<file path="src/rtl/cpu_gregs_dbg_arbiter.sv">
// cpu_gregs_dbg_arbiter
// Shares the general-register file's rs1 read port and rd write port between
// the core pipeline and a debug access port. The core normally owns both
// ports; a debug request waits for an idle core slot, or forces a short core
// stall once it has waited MAX_WAIT cycles. Debug owns the ports only while
// the core is stalled, so a core write and a debug write never reach the
// register file at the same time.
module cpu_gregs_dbg_arbiter #(
  parameter int XLEN     = 32,
  parameter int IDX_W    = 5,
  parameter int MAX_WAIT = 15
) (
  input  logic             clk,
  input  logic             reset,

  // core pipeline side
  input  logic             core_idle,
  output logic             core_stall,
  input  logic [IDX_W-1:0] core_rs1_idx,
  input  logic [IDX_W-1:0] core_rs2_idx,
  input  logic             core_rd_wen,
  input  logic [IDX_W-1:0] core_rd_idx,
  input  logic [XLEN-1:0]  core_rd_dat,
  output logic [XLEN-1:0]  core_rs1_dat,
  output logic [XLEN-1:0]  core_rs2_dat,

  // register file side
  output logic [IDX_W-1:0] gr_rs1_idx,
  output logic [IDX_W-1:0] gr_rs2_idx,
  output logic             gr_rd_wen,
  output logic [IDX_W-1:0] gr_rd_idx,
  output logic [XLEN-1:0]  gr_rd_dat,
  input  logic [XLEN-1:0]  gr_rs1_dat,
  input  logic [XLEN-1:0]  gr_rs2_dat,

  // debug request channel
  input  logic             dbg_req_valid,
  output logic             dbg_req_ready,
  input  logic             dbg_req_we,
  input  logic [IDX_W-1:0] dbg_req_idx,
  input  logic [XLEN-1:0]  dbg_req_wdat,

  // debug response channel
  output logic             dbg_rsp_valid,
  input  logic             dbg_rsp_ready,
  output logic [XLEN-1:0]  dbg_rsp_rdat
);

  // Wait counter must hold 0..MAX_WAIT; keep at least one bit so that
  // MAX_WAIT = 0 (stall immediately) still elaborates.
  localparam int CNT_W = (MAX_WAIT > 0) ? $clog2(MAX_WAIT + 1) : 1;
  localparam logic [CNT_W-1:0] WAIT_LIMIT = CNT_W'(MAX_WAIT);

  typedef enum logic [2:0] {
    ST_IDLE     = 3'd0,
    ST_WAIT     = 3'd1,
    ST_RD_ISSUE = 3'd2,
    ST_RD_CAPT  = 3'd3,
    ST_WR       = 3'd4,
    ST_RESP     = 3'd5
  } state_t;

  state_t           state_reg;
  logic [CNT_W-1:0] wait_cnt_reg;
  logic             req_we_reg;
  logic [IDX_W-1:0] req_idx_reg;
  logic [XLEN-1:0]  req_wdat_reg;
  logic             rsp_valid_reg;
  logic [XLEN-1:0]  rsp_rdat_reg;
  logic             stall_w;
  logic             wait_done_w;

  // Debug owns the register ports only in these three states.
  assign stall_w = (state_reg == ST_RD_ISSUE) ||
                   (state_reg == ST_RD_CAPT)  ||
                   (state_reg == ST_WR);

  // Leave WAIT on a free core slot, or when patience has run out.
  assign wait_done_w = core_idle || (wait_cnt_reg == WAIT_LIMIT);

  assign core_stall    = stall_w;
  assign dbg_req_ready = (state_reg == ST_IDLE) && !reset;
  assign dbg_rsp_valid = rsp_valid_reg;
  assign dbg_rsp_rdat  = rsp_rdat_reg;

  // Read data always flows straight back; the core ignores it while stalled.
  assign core_rs1_dat = gr_rs1_dat;
  assign core_rs2_dat = gr_rs2_dat;

  // Debug access sequencer: accept, wait for a slot, access, respond.
  always_ff @(posedge clk) begin
    if (reset) begin
      state_reg     <= ST_IDLE;
      wait_cnt_reg  <= '0;
      req_we_reg    <= 1'b0;
      req_idx_reg   <= '0;
      req_wdat_reg  <= '0;
      rsp_valid_reg <= 1'b0;
      rsp_rdat_reg  <= '0;
    end else begin
      case (state_reg)
        ST_IDLE: begin
          if (dbg_req_valid && dbg_req_ready) begin
            req_we_reg   <= dbg_req_we;
            req_idx_reg  <= dbg_req_idx;
            req_wdat_reg <= dbg_req_wdat;
            wait_cnt_reg <= '0;
            state_reg    <= ST_WAIT;
          end
        end
        ST_WAIT: begin
          if (wait_done_w) begin
            state_reg <= req_we_reg ? ST_WR : ST_RD_ISSUE;
          end else begin
            wait_cnt_reg <= wait_cnt_reg + CNT_W'(1);
          end
        end
        ST_RD_ISSUE: begin
          // Index presented this cycle; registered read returns it next cycle.
          state_reg <= ST_RD_CAPT;
        end
        ST_RD_CAPT: begin
          // x0 reads as zero regardless of what the file returns.
          rsp_rdat_reg  <= (req_idx_reg == '0) ? '0 : gr_rs1_dat;
          rsp_valid_reg <= 1'b1;
          state_reg     <= ST_RESP;
        end
        ST_WR: begin
          rsp_rdat_reg  <= '0;
          rsp_valid_reg <= 1'b1;
          state_reg     <= ST_RESP;
        end
        ST_RESP: begin
          // Valid and data stay frozen until the consumer takes them.
          if (dbg_rsp_ready) begin
            rsp_valid_reg <= 1'b0;
            state_reg     <= ST_IDLE;
          end
        end
        default: begin
          state_reg <= ST_IDLE;
        end
      endcase
    end
  end

  // Port steering: core by default, debug index/data during its stall slots.
  always_comb begin
    gr_rs1_idx = core_rs1_idx;
    gr_rs2_idx = core_rs2_idx;
    gr_rd_wen  = core_rd_wen && !stall_w;
    gr_rd_idx  = core_rd_idx;
    gr_rd_dat  = core_rd_dat;
    case (state_reg)
      ST_RD_ISSUE: begin
        gr_rs1_idx = req_idx_reg;
      end
      ST_WR: begin
        gr_rd_wen = 1'b1;
        gr_rd_idx = req_idx_reg;
        gr_rd_dat = req_wdat_reg;
      end
      default: begin
      end
    endcase
  end

endmodule
</file>
<file path="config.mk">
export PLATFORM = sky130hd
export DESIGN_NAME = cpu_gregs_dbg_arbiter
export DESIGN_NICKNAME = d
export VERILOG_FILES = /design/src/rtl/cpu_gregs_dbg_arbiter.sv
export SDC_FILE = /design/constraint.sdc
export NUM_CORES = 1
export LEC_CHECK = 0
export CAP_MARGIN = 15
export CORE_AREA = 2 2 118 120
export CTS_CLUSTER_SIZE = 40
export DETAILED_ROUTE_END_ITERATION = 16
export DIE_AREA = 0 0 120 122
export PLACE_DENSITY = 0.74
export SYNTH_ARGS = -nofsm -noshare
export SYNTH_HDL_FRONTEND = slang
export SYNTH_SLANG_ARGS = --single-unit
</file>
<file path="constraint.sdc">
create_clock -name clk -period 5 [get_ports clk]
set_clock_uncertainty 0.15 [all_clocks]
set_input_delay 1 -clock clk [delete_from_list [all_inputs] [get_ports clk]]
set_output_delay 1 -clock clk [all_outputs]
set_load 0.1 [all_outputs]
</file>
==> metrics.txt <==
Inserted Diodes 0; synthesized area ~4000 µm²; dpl cells 765; Cell Pwr Density approximately 380 nW/µm²; CTS tree built; Final WS setup 1190 ps; Clock Sinks just under 80; Area Growth Syn to Fin 49.4%; final hold viol count 0; Final min period approximately 3800 ps; post-CTS sizing 0; core footprint between 10,000 and 15,000 µm²; Port Buffers approximately 230; I/O Pins approximately 300; largest net degree at the start of global routing between 80 and 90; Switching Share between 30% and 40%; die height between 100 and 150 µm; Gate power share between 30% and 40%; DRT iter0 DRCs around 170; Avg Cell Area, Syn between 8 and 9 µm²; final std cells w/o fill between 700 and 800; leakage power between 2 and 2.5 nW; post-synthesis sequential area ratio 38.6%; max_cap viols 0; status finished clean; hold buffers post-CTS 0; DRC viols 0; startpoint class of the critical path primary input; worst endpoint data arrival time 2660 ps; cts bufs inserted 9; RSZ-0062 raised after global routing no; leading cell type in the layout, fill and taps excluded clkdlybuf4s50_1; routed len/inst between 15 and 20 µm; die width between 100 and 150 µm; postcts setup bufs 0; internal cell power about 1.4 mW; Initial Utilization roughly 30%; Final GP Congestion slightly above 0.8; drt first pass iters 4; drt total wl 12,100 µm; Netlist cell types 42; Worst Path Buf+Inv 2; Synth Flop Type dfxtp_1; root buffer selected by CTS clkbuf_16; Post-Syn Instances about 450; DP HPWL between 9000 and 10,000 µm; commonest non-fill, non-tap cells in the layout clkdlybuf4s50_1 (160), dfxtp_1 (78), buf_4 (71); Data required, critical path 3850 ps; post-synthesis register bit count 78; first-pass GRT wire length 18,100 µm; via count approximately 3,600; CP Cell Sequence clkdlybuf4s50_1 -> clkdlybuf4s50_1; Tot GR Track Use ~16%; sequential share of power a little under a third; htree depth 3; CP peak stage delay approximately 1200 ps; Top delay family on crit path buffers and inverters; fmax around 260 MHz; Clock Path Buffers 2; Synth async-reset ratio 0%; vias in the first global route 3,540; Core Rows 43; Final setup viols 0; initial antenna violation count 0; Worst-path clk slew 50 ps; maximum vdd ir drop about 0.15 mV; Synthesis Warnings 0; Via density 4.63; worst relative slew slack 33.3%; Hold Crit Class flip-flop to flip-flop; EDFF count, synth 0; most used cell, CP clkdlybuf4s50_1; worst-skew pair later-pin latency 340 ps; Place WS 1200 ps; Crit-path slowest cell clkdlybuf4s50_1; Setup TNS Final 0 ps; syn nets slightly above 600; Antenna Nets Post-Route 0; CP Capture Type output port; CP Class primary input to output port; final period utilization around three quarters; Power Total ~2.3 mW; NetSw approximately 900 µW; layout cells sized above 1 between 20% and 30%; worst-path maximum fanout 2; Slew Viols, Final 0; gr ovfl total 0; Slew @ Worst Pin 997 ps; nets@finish 752; clock network power share about a third; die area roughly 15,000 µm²
==> routing by layer <==
metal	vias up	routed length, µm	GRT usage [%]
met3	22	1380	6.74
met1	1633	4440	16.5
met2	195	5960	27.8
li1	1763	-	-
met4	0	298	7.87
met5	-	0	0
==> power by group through the flow <==
stage	Combinational (mW)	Sequential, mW	Clock [mW]
CTS	0.840	0.716	0.748
finish	0.833	0.716	0.720
global route	0.871	0.723	0.772
detailed placement	0.837	0.729	0
floorplan	0.730	0.770	0
global placement	0.826	0.726	0
==> cells by family after synthesis <==
group           synth area share (%)
compound gates                  14.4
fa+ha+maj                      0.309
buf+inv                         18.1
flops                           38.6
mux                             11.7
simple gates                    16.9
==> cell usage after synthesis, types with 2 or more instances <==
| cell | count | share of area [%] |
|---|---|---|
| nand2b_1 | 38 | 5.9 |
| a21oi_1 | 4 | 0.50 |
| buf_2 | 5 | 0.62 |
| nand3_1 | 2 | 0.25 |
| buf_4 | 79 | 15 |
| buf_6 | 4 | 1.1 |
| inv_1 | 5 | 0.46 |
| clkbuf_1 | 9 | 0.84 |
| clkbuf_2 | 3 | 0.37 |
| nor2_1 | 37 | 3.4 |
| nand2_1 | 43 | 4.0 |
| o21ai_0 | 40 | 5.0 |
| and3_1 | 2 | 0.31 |
| a22oi_1 | 32 | 5.9 |
| and2_1 | 2 | 0.31 |
| o32ai_1 | 2 | 0.43 |
| mux2_2 | 42 | 12 |
| nor4_1 | 3 | 0.46 |
| dfxtp_1 | 78 | 39 |
==> area by class of cell <==
class	count	area, µm²
clock buffer	10	239
clock inverter	6	92.6
fill	1273	7460
inverter	5	18.8
multi-input combinational	270	1770
sequential	78	1560
tap	180	225
timing repair buffer	232	2140
==> path summary, 6_finish.rpt <==
check	startpoint	endpoint	slack, ps	cells after the start
worst max-delay path	gr_rs1_dat[0]	core_rs1_dat[0]	1190	2
worst min register to register	req_wdat_reg[11]	req_wdat_reg[11]	320	2
worst min-delay path	req_wdat_reg[11]	req_wdat_reg[11]	320	2
worst max register to register	state_reg[2]	req_wdat_reg[10]	2390	4
==> per-stage QoR <==
step	hold slack [ps]	util, %	cell area, µm²
2_1_floorplan	290	-	4040
3_3_place_gp	307	42.3	5710
3_5_place_dp	313	42.3	5710
4_1_cts	327	44.8	6040
5_1_grt	345	44.8	6040
6_report	321	44.8	6040
(Power assumes the default switching activity.)
